--- src/rtl/dmem_access_unit.sv ---
// M-stage memory responder: turns the EX/MEM load/store request into an SRAM-like
// two-phase bus transaction. Optional macro DMEM_ALIGN_CHECK_EN enables address-error detection.
module dmem_access_unit #(
  parameter int ADDR_W = 32,
  parameter int DATA_W = 32
) (
  input  logic              clk,
  input  logic              rst,
  input  logic              M_mem_en,
  input  logic              M_mem_ren,
  input  logic              M_mem_wen,
  input  logic [5:0]        M_mem_op,
  input  logic [ADDR_W-1:0] M_mem_addr,
  input  logic [DATA_W-1:0] M_mem_wdata,
  input  logic              M_flush,
  input  logic              M_pipe_ena,
  output logic              data_req,
  output logic              data_wr,
  output logic [1:0]        data_size,
  output logic [ADDR_W-1:0] data_addr,
  output logic [3:0]        data_wstrb,
  output logic [DATA_W-1:0] data_wdata,
  input  logic              data_addr_ok,
  input  logic              data_data_ok,
  input  logic [DATA_W-1:0] data_rdata,
  output logic              M_mem_stall,
  output logic [DATA_W-1:0] M_mem_rdata,
  output logic              M_adel,
  output logic              M_ades,
  output logic [ADDR_W-1:0] M_badvaddr
);

  typedef enum logic [2:0] {
    S_IDLE  = 3'd0,
    S_ADDR  = 3'd1,
    S_DATA  = 3'd2,
    S_DONE  = 3'd3,
    S_DRAIN = 3'd4
  } state_e;

  state_e            state_q, state_d;
  logic [DATA_W-1:0] rdata_q, rdata_d;

  logic              is_byte_s, is_half_s, is_word_s, is_unsigned_s;
  logic              mis_s, go_s;
  logic [ADDR_W-1:0] addr_eff_s;
  logic              unused_s;

  function automatic logic [31:0] load_extend(input logic [31:0] rd, input logic [1:0] lane,
                                              input logic byte_op, input logic half_op,
                                              input logic uns);
    logic [7:0]  b;
    logic [15:0] h;
    case (lane)
      2'd0:    b = rd[7:0];
      2'd1:    b = rd[15:8];
      2'd2:    b = rd[23:16];
      default: b = rd[31:24];
    endcase
    h = lane[1] ? rd[31:16] : rd[15:0];
    if (byte_op) begin
      load_extend = {{24{b[7] & ~uns}}, b};
    end else if (half_op) begin
      load_extend = {{16{h[15] & ~uns}}, h};
    end else begin
      load_extend = rd;
    end
  endfunction

  // Access width from the low opcode bits: 00 byte, 01 half, 11 word.
  always_comb begin
    is_byte_s = 1'b0;
    is_half_s = 1'b0;
    is_word_s = 1'b0;
    case (M_mem_op[1:0])
      2'b00:   is_byte_s = 1'b1;
      2'b01:   is_half_s = 1'b1;
      default: is_word_s = 1'b1;
    endcase
  end

  assign is_unsigned_s = M_mem_op[2];
  assign unused_s      = &{1'b0, M_mem_op[5:3]};

`ifdef DMEM_ALIGN_CHECK_EN
  assign mis_s      = (is_half_s & M_mem_addr[0]) | (is_word_s & (M_mem_addr[1:0] != 2'b00));
  assign addr_eff_s = M_mem_addr;
  assign M_adel     = M_mem_en & M_mem_ren & mis_s;
  assign M_ades     = M_mem_en & M_mem_wen & mis_s;
  assign M_badvaddr = (M_adel | M_ades) ? M_mem_addr : '0;
`else
  assign mis_s      = 1'b0;
  assign M_adel     = 1'b0;
  assign M_ades     = 1'b0;
  assign M_badvaddr = '0;

  // Without checking, misaligned halves/words are forced onto their natural boundary.
  always_comb begin
    addr_eff_s = M_mem_addr;
    if (is_half_s) begin
      addr_eff_s[0] = 1'b0;
    end else if (is_word_s) begin
      addr_eff_s[1:0] = 2'b00;
    end else begin
      addr_eff_s = M_mem_addr;
    end
  end
`endif

  assign go_s      = M_mem_en & ~mis_s & ~M_flush;
  assign data_req  = ((state_q == S_IDLE) & go_s) | (state_q == S_ADDR);
  assign data_wr   = M_mem_wen;
  assign data_addr = addr_eff_s;

  // Store lane strobes and replicated write data; loads drive no strobes.
  always_comb begin
    data_size  = 2'd2;
    data_wstrb = 4'b1111;
    data_wdata = M_mem_wdata;
    if (is_byte_s) begin
      data_size  = 2'd0;
      data_wstrb = 4'b0001 << addr_eff_s[1:0];
      data_wdata = {4{M_mem_wdata[7:0]}};
    end else if (is_half_s) begin
      data_size  = 2'd1;
      data_wstrb = addr_eff_s[1] ? 4'b1100 : 4'b0011;
      data_wdata = {2{M_mem_wdata[15:0]}};
    end else begin
      data_size  = 2'd2;
      data_wstrb = 4'b1111;
      data_wdata = M_mem_wdata;
    end
    if (!M_mem_wen) begin
      data_wstrb = 4'b0000;
    end else begin
      data_wstrb = data_wstrb;
    end
  end

  // A flushed access still owes one data_ok; DRAIN swallows it so it cannot reach the pipeline.
  always_comb begin
    state_d = state_q;
    rdata_d = rdata_q;
    case (state_q)
      S_IDLE: begin
        if (go_s) begin
          state_d = data_addr_ok ? S_DATA : S_ADDR;
        end else begin
          state_d = S_IDLE;
        end
      end
      S_ADDR: begin
        if (M_flush) begin
          state_d = S_IDLE;
        end else if (data_addr_ok) begin
          state_d = S_DATA;
        end else begin
          state_d = S_ADDR;
        end
      end
      S_DATA: begin
        if (data_data_ok) begin
          if (M_flush) begin
            state_d = S_IDLE;
          end else begin
            state_d = S_DONE;
            rdata_d = M_mem_ren ? load_extend(data_rdata, addr_eff_s[1:0], is_byte_s,
                                              is_half_s, is_unsigned_s) : '0;
          end
        end else if (M_flush) begin
          state_d = S_DRAIN;
        end else begin
          state_d = S_DATA;
        end
      end
      S_DONE: begin
        if (M_pipe_ena | M_flush) begin
          state_d = S_IDLE;
        end else begin
          state_d = S_DONE;
        end
      end
      S_DRAIN: begin
        if (data_data_ok) begin
          state_d = S_IDLE;
        end else begin
          state_d = S_DRAIN;
        end
      end
      default: state_d = S_IDLE;
    endcase
  end

  assign M_mem_stall = (go_s & (state_q != S_DONE)) | ((state_q == S_DRAIN) & M_mem_en);
  assign M_mem_rdata = rdata_q;

  // State and load-result registers.
  always_ff @(posedge clk or negedge rst) begin
    if (!rst) begin
      state_q <= S_IDLE;
      rdata_q <= '0;
    end else begin
      state_q <= state_d;
      rdata_q <= rdata_d;
    end
  end

endmodule

--- config.mk ---
export PLATFORM = sky130hd
export DESIGN_NAME = dmem_access_unit
export DESIGN_NICKNAME = d
export VERILOG_FILES = /design/src/rtl/dmem_access_unit.sv
export SDC_FILE = /design/constraint.sdc
export NUM_CORES = 1
export LEC_CHECK = 0
export ABC_CLOCK_PERIOD_IN_PS = 3990
export BUFFER_PORTS_ARGS = -buffer_cell sky130_fd_sc_hd__clkbuf_2
export CAP_MARGIN = 0
export CORE_AREA = 2 2 96 98
export CTS_BUF_LIST = sky130_fd_sc_hd__clkbuf_16
export CTS_CLUSTER_SIZE = 30
export DETAILED_ROUTE_END_ITERATION = 16
export DIE_AREA = 0 0 98 100
export HOLD_SLACK_MARGIN = 0.05
export PLACE_DENSITY = 0.73
export SLEW_MARGIN = 5
export SYNTH_ARGS = -nofsm -noshare
export SYNTH_HDL_FRONTEND = slang
export SYNTH_SLANG_ARGS = --single-unit
export TNS_END_PERCENT = 1
--- constraint.sdc ---
create_clock -name clk -period 3.99 [get_ports clk]
set_input_delay 0.399 -clock clk [delete_from_list [all_inputs] [get_ports clk]]
set_output_delay 0.399 -clock clk [all_outputs]
set_load 0.01 [all_outputs]
==> results of run 1 <==
==> stage by stage <==
| stage | hold slack [ns] | setup WS [ns] | area, um2 | std cells | util |
|---|---|---|---|---|---|
| 4_1_cts | 0.275 | 1.50 | 3570 | 586 | 0.401 |
| 5_1_grt | 0.281 | 1.37 | 3570 | 586 | 0.401 |
| 3_3_place_gp | 0.460 | 1.53 | 3420 | 578 | 0.385 |
| 6_report | 0.244 | 1.51 | 3570 | 586 | 0.401 |
| 2_1_floorplan | 0.103 | 2.35 | 3190 | 411 | - |
| 3_5_place_dp | 0.469 | 1.47 | 3420 | 578 | 0.385 |
==> report_power, final <==
group	total, mW	leakage (nW)	internal (mW)	switching [mW]
sequential	0.497	0.467	0.445	0.0519
combinational	0.480	1.38	0.206	0.274
clock	0.390	0.0658	0.230	0.160
==> sequential cells by signal, summed over array words and instances (netlist names) <==
signal and count:
state_q 3, M_mem_rdata 32
==> cell type report <==
| class | instances | area, um2 |
|---|---|---|
| Fill cell | 917 | 5320 |
| Multi-Input combinational cell | 274 | 1610 |
| Sequential cell | 35 | 876 |
| Timing Repair Buffer | 155 | 783 |
| Tap cell | 111 | 139 |
| Clock buffer | 5 | 125 |
| Clock inverter | 3 | 20.0 |
| Inverter | 3 | 11.3 |
==> worst max path at each step <==
stage / slack [ns] / cells after the start / endpoint / startpoint
after floorplan: 2.35 / 3 / data_wdata[21] / M_mem_op[1]
after global placement: 1.53 / 6 / M_mem_rdata[3] / M_mem_op[1]
after detailed placement: 1.47 / 6 / M_mem_rdata[4] / M_mem_op[1]
after CTS: 1.50 / 4 / data_addr[1] / M_mem_op[1]
after global routing: 1.37 / 4 / data_addr[1] / M_mem_op[1]
final: 1.51 / 4 / data_addr[1] / M_mem_op[1]
==> layer usage <==
layer	part of all wire	up-vias	global-route usage
met5	0	-	0
met2	0.53	156	0.350
met3	0.084	19	0.0481
li1	-	1389	-
met1	0.36	1354	0.219
met4	0.025	0	0.0673
==> layout by cell type (no fill, tap or decap), types with 5 or more instances in the layout <==
master / synthesis / final
clkbuf_2: 0 / 152
nand2b_1: 6 / 6
o21ai_1: 8 / 8
nor2b_1: 6 / 6
o21ai_2: 11 / 11
o22ai_1: 5 / 5
clkbuf_16: 0 / 5
a32o_1: 13 / 13
nand2_1: 70 / 70
nand3_1: 8 / 8
dfrtp_1: 35 / 35
mux2i_1: 13 / 13
a21oi_1: 7 / 7
conb_1: 1 / 34
mux2_2: 8 / 8
nor2_1: 24 / 24
o21ai_0: 18 / 18
==> worst max-delay path, stage by stage <==
cell	delay [ns]
clkbuf_2	0.50
nand2b_1	0.72
inv_2	0.26
clkbuf_2	0.20
==> cell families after synthesis <==
group                  synth area share
AO/OA/AOI/OAI                     0.202
buffers and inverters             0.229
other                           0.00122
flip-flops                        0.286
multiplexers                     0.0865
AND/OR/NAND/NOR                   0.196
==> flow_summary.yaml, run 1 <==
worst_setup_path:
  worstSetupPathType: "in -> out"
  r2r_start: "state_q[2]"
  cp_max_fo: 33
  rr_endpoint: "M_mem_rdata[5]"
  reg2reg_slack_ns: 1.97
  crit_path_end_kind: "output port"
  required_ns: 3.59
  rr_worst_depth: 4
  startpoint_type: "primary input"
  critPathArrivalTime_ns: 2.08
finish:
  antennaDiodeCount: 0
  drive_above_1_share: 0.402
  nets: 585
  syn2layout_area_growth_pct: 16.3
timing:
  tightest_slew_ns: 0.930
  fin_crit_sh: 0.622
  slew_headroom: 0.380
  setup_violations: 0
  timing.fmax_ghz: 0.403
  finalSetupTns_ns: 0
  rsz0062_at_grt: "false"
  fin_crit_ns: 2.48
  fin_skew_ns: 0.00842
  finalHoldViolations: 0
  slew_violations: 0
clocking:
  clockBufferDepth: 2
  clkSinkCount: 35
  cts_tree: "yes"
  clockRootBuffer: "clkbuf_16"
  cts_hold_buf: 0
  cts-htree-levels: 2
  post_cts_resize_count: 0
  insertion_delay_ns: 0.29
  post_cts.repair.setup_buffers: 0
  cts_made_buffers: 5
  clk_pin_slew_worst_paths_ns: 0.06
floorplan:
  start_util: 0.345
  io_pins: 250
  die_x_um: 98
  coreArea_mm2: 0.00889
  std_cell_rows: 35
  die_y_um: 100
  die_area_mm2: 0.00980
power_and_ir_drop:
  powerDensity_mw_per_mm2: 383
  p_leak_nw: 1.91
  ir_worst_vdd_mv: 0.156
  power_mw: 1.37
status:
  status: "finished, final reports clean"
synth:
  syn_area_mm2: 0.00307
  synth_area_leaders: "dfrtp_1 (29%), buf_4 (18%), nand2_1 (8.6%), a32o_1 (4.2%), mux2i_1 (4.2%)"
  async_reset_ff_frac: 1.00
  yosys-top-cells-count: "buf_4 (74), nand2_1 (70), dfrtp_1 (35)"
  synth.most_common_cell: "buf_4"
  ys_ff_latch: 35
  netlist_instances: 378
  synth_top_area_frac: 0.286
  avgSynthCellArea_um2: 8.11
  synth_warnings: 0
  yosysSeqAreaShare: 0.286
  synth_area_leader_cell: "dfrtp_1"
  ys.flop_type: "dfrtp_1"
  ys_types: 46
  synth_edf_count: 0
drt:
  drt-vias-per-instance: 4.98
  drt-total-wl_um: 9910
  num_vias: 2918
  drt-initial-drc-count: 227
  drtPass1Iterations: 4
  ant_nets: 0
  wl_per_cell_um: 16.9
  drc_errors: 0
placement:
  dpl.hpwl_um: 7810
  gp_congestion: 0.855
  io_buffer_count: 152
grt:
  grt_pass1_wl_um: 15000
  grt_usage: 0.192
  grt-ovfl-total: 0
  antenna_found_initial: 0
  grt_pass1_vias: 2811
  grt_max_degree: 36
job:
  maxCapViolCount: 0
worst_hold_path:
  hold_path.class: "in -> async"
No activity file was read; power rests on OpenSTA's default activity.
==> run 2, diff against run 1 <==
--- a/config.mk
+++ b/config.mk
@@ -5,16 +5,17 @@
 export SDC_FILE = /design/constraint.sdc
 export NUM_CORES = 1
 export LEC_CHECK = 0
-export ABC_CLOCK_PERIOD_IN_PS = 3990
+export ABC_AREA = 1
+export ABC_CLOCK_PERIOD_IN_PS = 2100
 export BUFFER_PORTS_ARGS = -buffer_cell sky130_fd_sc_hd__clkbuf_2
 export CAP_MARGIN = 0
-export CORE_AREA = 2 2 96 98
+export CORE_MARGIN = 2
+export CORE_UTILIZATION = 37
 export CTS_BUF_LIST = sky130_fd_sc_hd__clkbuf_16
 export CTS_CLUSTER_SIZE = 30
 export DETAILED_ROUTE_END_ITERATION = 16
-export DIE_AREA = 0 0 98 100
 export HOLD_SLACK_MARGIN = 0.05
-export PLACE_DENSITY = 0.73
+export PLACE_DENSITY = 0.77
 export SLEW_MARGIN = 5
 export SYNTH_ARGS = -nofsm -noshare
 export SYNTH_HDL_FRONTEND = slang
==> constraint.sdc (replaced) <==
create_clock -name clk -period 2.1 [get_ports clk]
set_input_delay 0.21 -clock clk [delete_from_list [all_inputs] [get_ports clk]]
set_output_delay 0.21 -clock clk [all_outputs]
set_load 0.01 [all_outputs]
==> run 2 against run 1 <==
Sequential power grew 96%. Clock skew shrank 0.0052 ns. Combinational power grew 99%. Total power grew 93%. Sequential share of layout area shrank 1.6 points. Clock power grew 82%. Die area shrank 2.2%. Highest routed layer unchanged.
==> flow_summary.yaml, run 2 <==
synth:
  synth_top_area_frac: 0.269
  ys_types: 26
  netlist_instances: 512
  synth_area_leaders: "dfrtp_1 (27%), nand2_1 (22%), buf_4 (18%), nor2_1 (3.9%), inv_1 (3.8%)"
  ys_ff_latch: 35
  yosys-top-cells-count: "nand2_1 (193), buf_4 (78), dfrtp_1 (35)"
  async_reset_ff_frac: 1.00
  syn_area_mm2: 0.00326
  synth.most_common_cell: "nand2_1"
  synth_warnings: 0
  yosysSeqAreaShare: 0.269
  avgSynthCellArea_um2: 6.37
  synth_edf_count: 0
  ys.flop_type: "dfrtp_1"
  synth_area_leader_cell: "dfrtp_1"
floorplan:
  io_pins: 250
  std_cell_rows: 34
  die_area_mm2: 0.00958
  die_y_um: 97.9
  coreArea_mm2: 0.00864
  start_util: 0.378
  die_x_um: 97.9
finish:
  num-fill-cells: 989
  multi_input_area_mm2: 0.00169
  nets: 728
  syn2layout_area_growth_pct: 17.2
  final_common_cell: "nand2_1"
  fin_cells: 726
  antennaDiodeCount: 0
  largest_reg_flops: 32
  final_cell_mix: "nand2_1 (193), clkbuf_2 (152), dfrtp_1 (35)"
  postLayoutCoreUtil: 0.443
  drive_above_1_share: 0.317
  final-seq-area_um2: 876
grt:
  antenna_found_initial: 0
  gr-max-usage-layer: "met2"
  met2_usage: 0.397
  gr-usage-met3: 0.0573
  grt_pass1_wl_um: 16900
  grt_max_degree: 36
  grt_usage: 0.219
  gr-usage-met1: 0.244
  grt-ovfl-total: 0
  grt_pass1_vias: 3335
clocking:
  insertion_delay_ns: 0.28
  clockBufferDepth: 2
  clk_pin_slew_worst_paths_ns: 0.05
  cts_made_buffers: 5
  clockRootBuffer: "clkbuf_16"
  clkSinkCount: 35
  cts_tree: "yes"
  cts-htree-levels: 2
  cts_hold_buf: 0
  post_cts.repair.setup_buffers: 0
  post_cts_resize_count: 0
worst_setup_path:
  rr_endpoint: "M_mem_rdata[14]"
  crit_path_end_kind: "output port"
  rr_worst_depth: 5
  cp_max_fo: 11
  critPathArrivalTime_ns: 1.44
  r2r_start: "state_q[2]"
  startpoint_type: "primary input"
  required_ns: 1.89
  reg2reg_slack_ns: 0.47
  worstSetupPathType: "in -> out"
job:
  maxCapViolCount: 0
drt:
  drt-initial-drc-count: 175
  num_vias: 3488
  drtPass1Iterations: 6
  drc_errors: 0
  wl_per_cell_um: 14.8
  ant_nets: 0
  drt-vias-per-instance: 4.80
  drt-total-wl_um: 10700
timing:
  timing.fmax_ghz: 0.604
  fin_crit_sh: 0.788
  tightest_slew_ns: 0.864
  finalHoldViolations: 0
  finalSetupTns_ns: 0
  rsz0062_at_grt: "false"
  fin_skew_ns: 0.00318
  slew_headroom: 0.424
  fin_crit_ns: 1.65
  setup_violations: 0
  slew_violations: 0
power_and_ir_drop:
  p_comb_frac: 0.362
  power.switching_mw: 0.969
  powerDensity_mw_per_mm2: 691
  ir_worst_vdd_mv: 0.294
  power_frac_clock: 0.269
  swShare: 0.367
  p_leak_nw: 2.30
  intPower_mw: 1.67
  seq_power_share: 0.369
placement:
  place_inst: 718
  gp_congestion: 0.915
  io_buffer_count: 152
  dpl.hpwl_um: 8950
worst_hold_path:
  hold_path.class: "in -> async"
status:
  status: "finished, final reports clean"
-- run 2: cell count changes in the layout (fill, tap and decap cells not counted), moves of 13 or more --
cell / previous run / this run
nand2_1: 70 / 193
a32o_1: 13 / 0
nand4_1: 1 / 17
mux2i_1: 13 / 0
inv_1: 1 / 34
-- run 2: worst max-delay path by stage --
| stage | end | from |
|---|---|---|
| floorplan | M_mem_rdata[10] | state_q[2] |
| global placement | M_mem_rdata[30] | M_mem_op[1] |
| detailed placement | M_mem_rdata[30] | M_mem_op[1] |
| CTS | data_wstrb[1] | M_mem_op[1] |
| global route | M_mem_rdata[14] | state_q[2] |
| finish | data_wstrb[1] | M_mem_op[1] |
-- run 2: power by group through the flow --
stage | clock [mW] | combinational [mW] | sequential, mW
after floorplan | 0 | 0.554 | 1.06
final | 0.710 | 0.956 | 0.975
after detailed placement | 0 | 0.971 | 0.984
after CTS | 0.718 | 0.972 | 0.977
after global routing | 0.750 | 1.07 | 1.00
after global placement | 0 | 0.955 | 0.978
-- run 2: layout make-up --
class / count / share of cell area
multi-input cells: 375 / 0.442
flip-flops and latches: 35 / 0.229
repair buffers: 163 / 0.221
inverters: 37 / 0.0363
well taps: 108 / 0.0354
clock buffers: 5 / 0.0327
clock inverters: 3 / 0.00426
-- run 2: metrics by stage --
stage | hold WS [ns] | area [um2] | setup WS [ns] | power, mW
3_3_place_gp | 0.337 | 3680 | 0.386 | 1.93
2_1_floorplan | -0.0856 | 3390 | 0.754 | 1.61
3_5_place_dp | 0.358 | 3680 | 0.352 | 1.95
6_report | 0.0404 | 3820 | 0.445 | 2.64
5_1_grt | 0.116 | 3820 | 0.351 | 2.82
4_1_cts | 0.0726 | 3820 | 0.453 | 2.67
-- run 2: metal layers --
layer	wire (um)	part of all wire	vias to the layer above
met3	938	0.088	26
met4	324	0.030	0
met1	3830	0.36	1579
met2	5630	0.53	173
li1	-	-	1710
met5	0	0	-
-- run 2: cells by family after synthesis --
| logic type | synth area share |
|---|---|
| AOI/OAI and AO/OA | 0.0932 |
| DFF | 0.269 |
| buffers and inverters | 0.252 |
| and+or+nand+nor | 0.385 |
| other | 0.00115 |
-- run 2: critical path: stages --
cell	delay, ns
clkbuf_2	0.18
nor2_8	0.22
nand2_2	0.12
nor2_4	0.20
o21ai_0	0.11
nor2_1	0.22
clkbuf_2	0.19
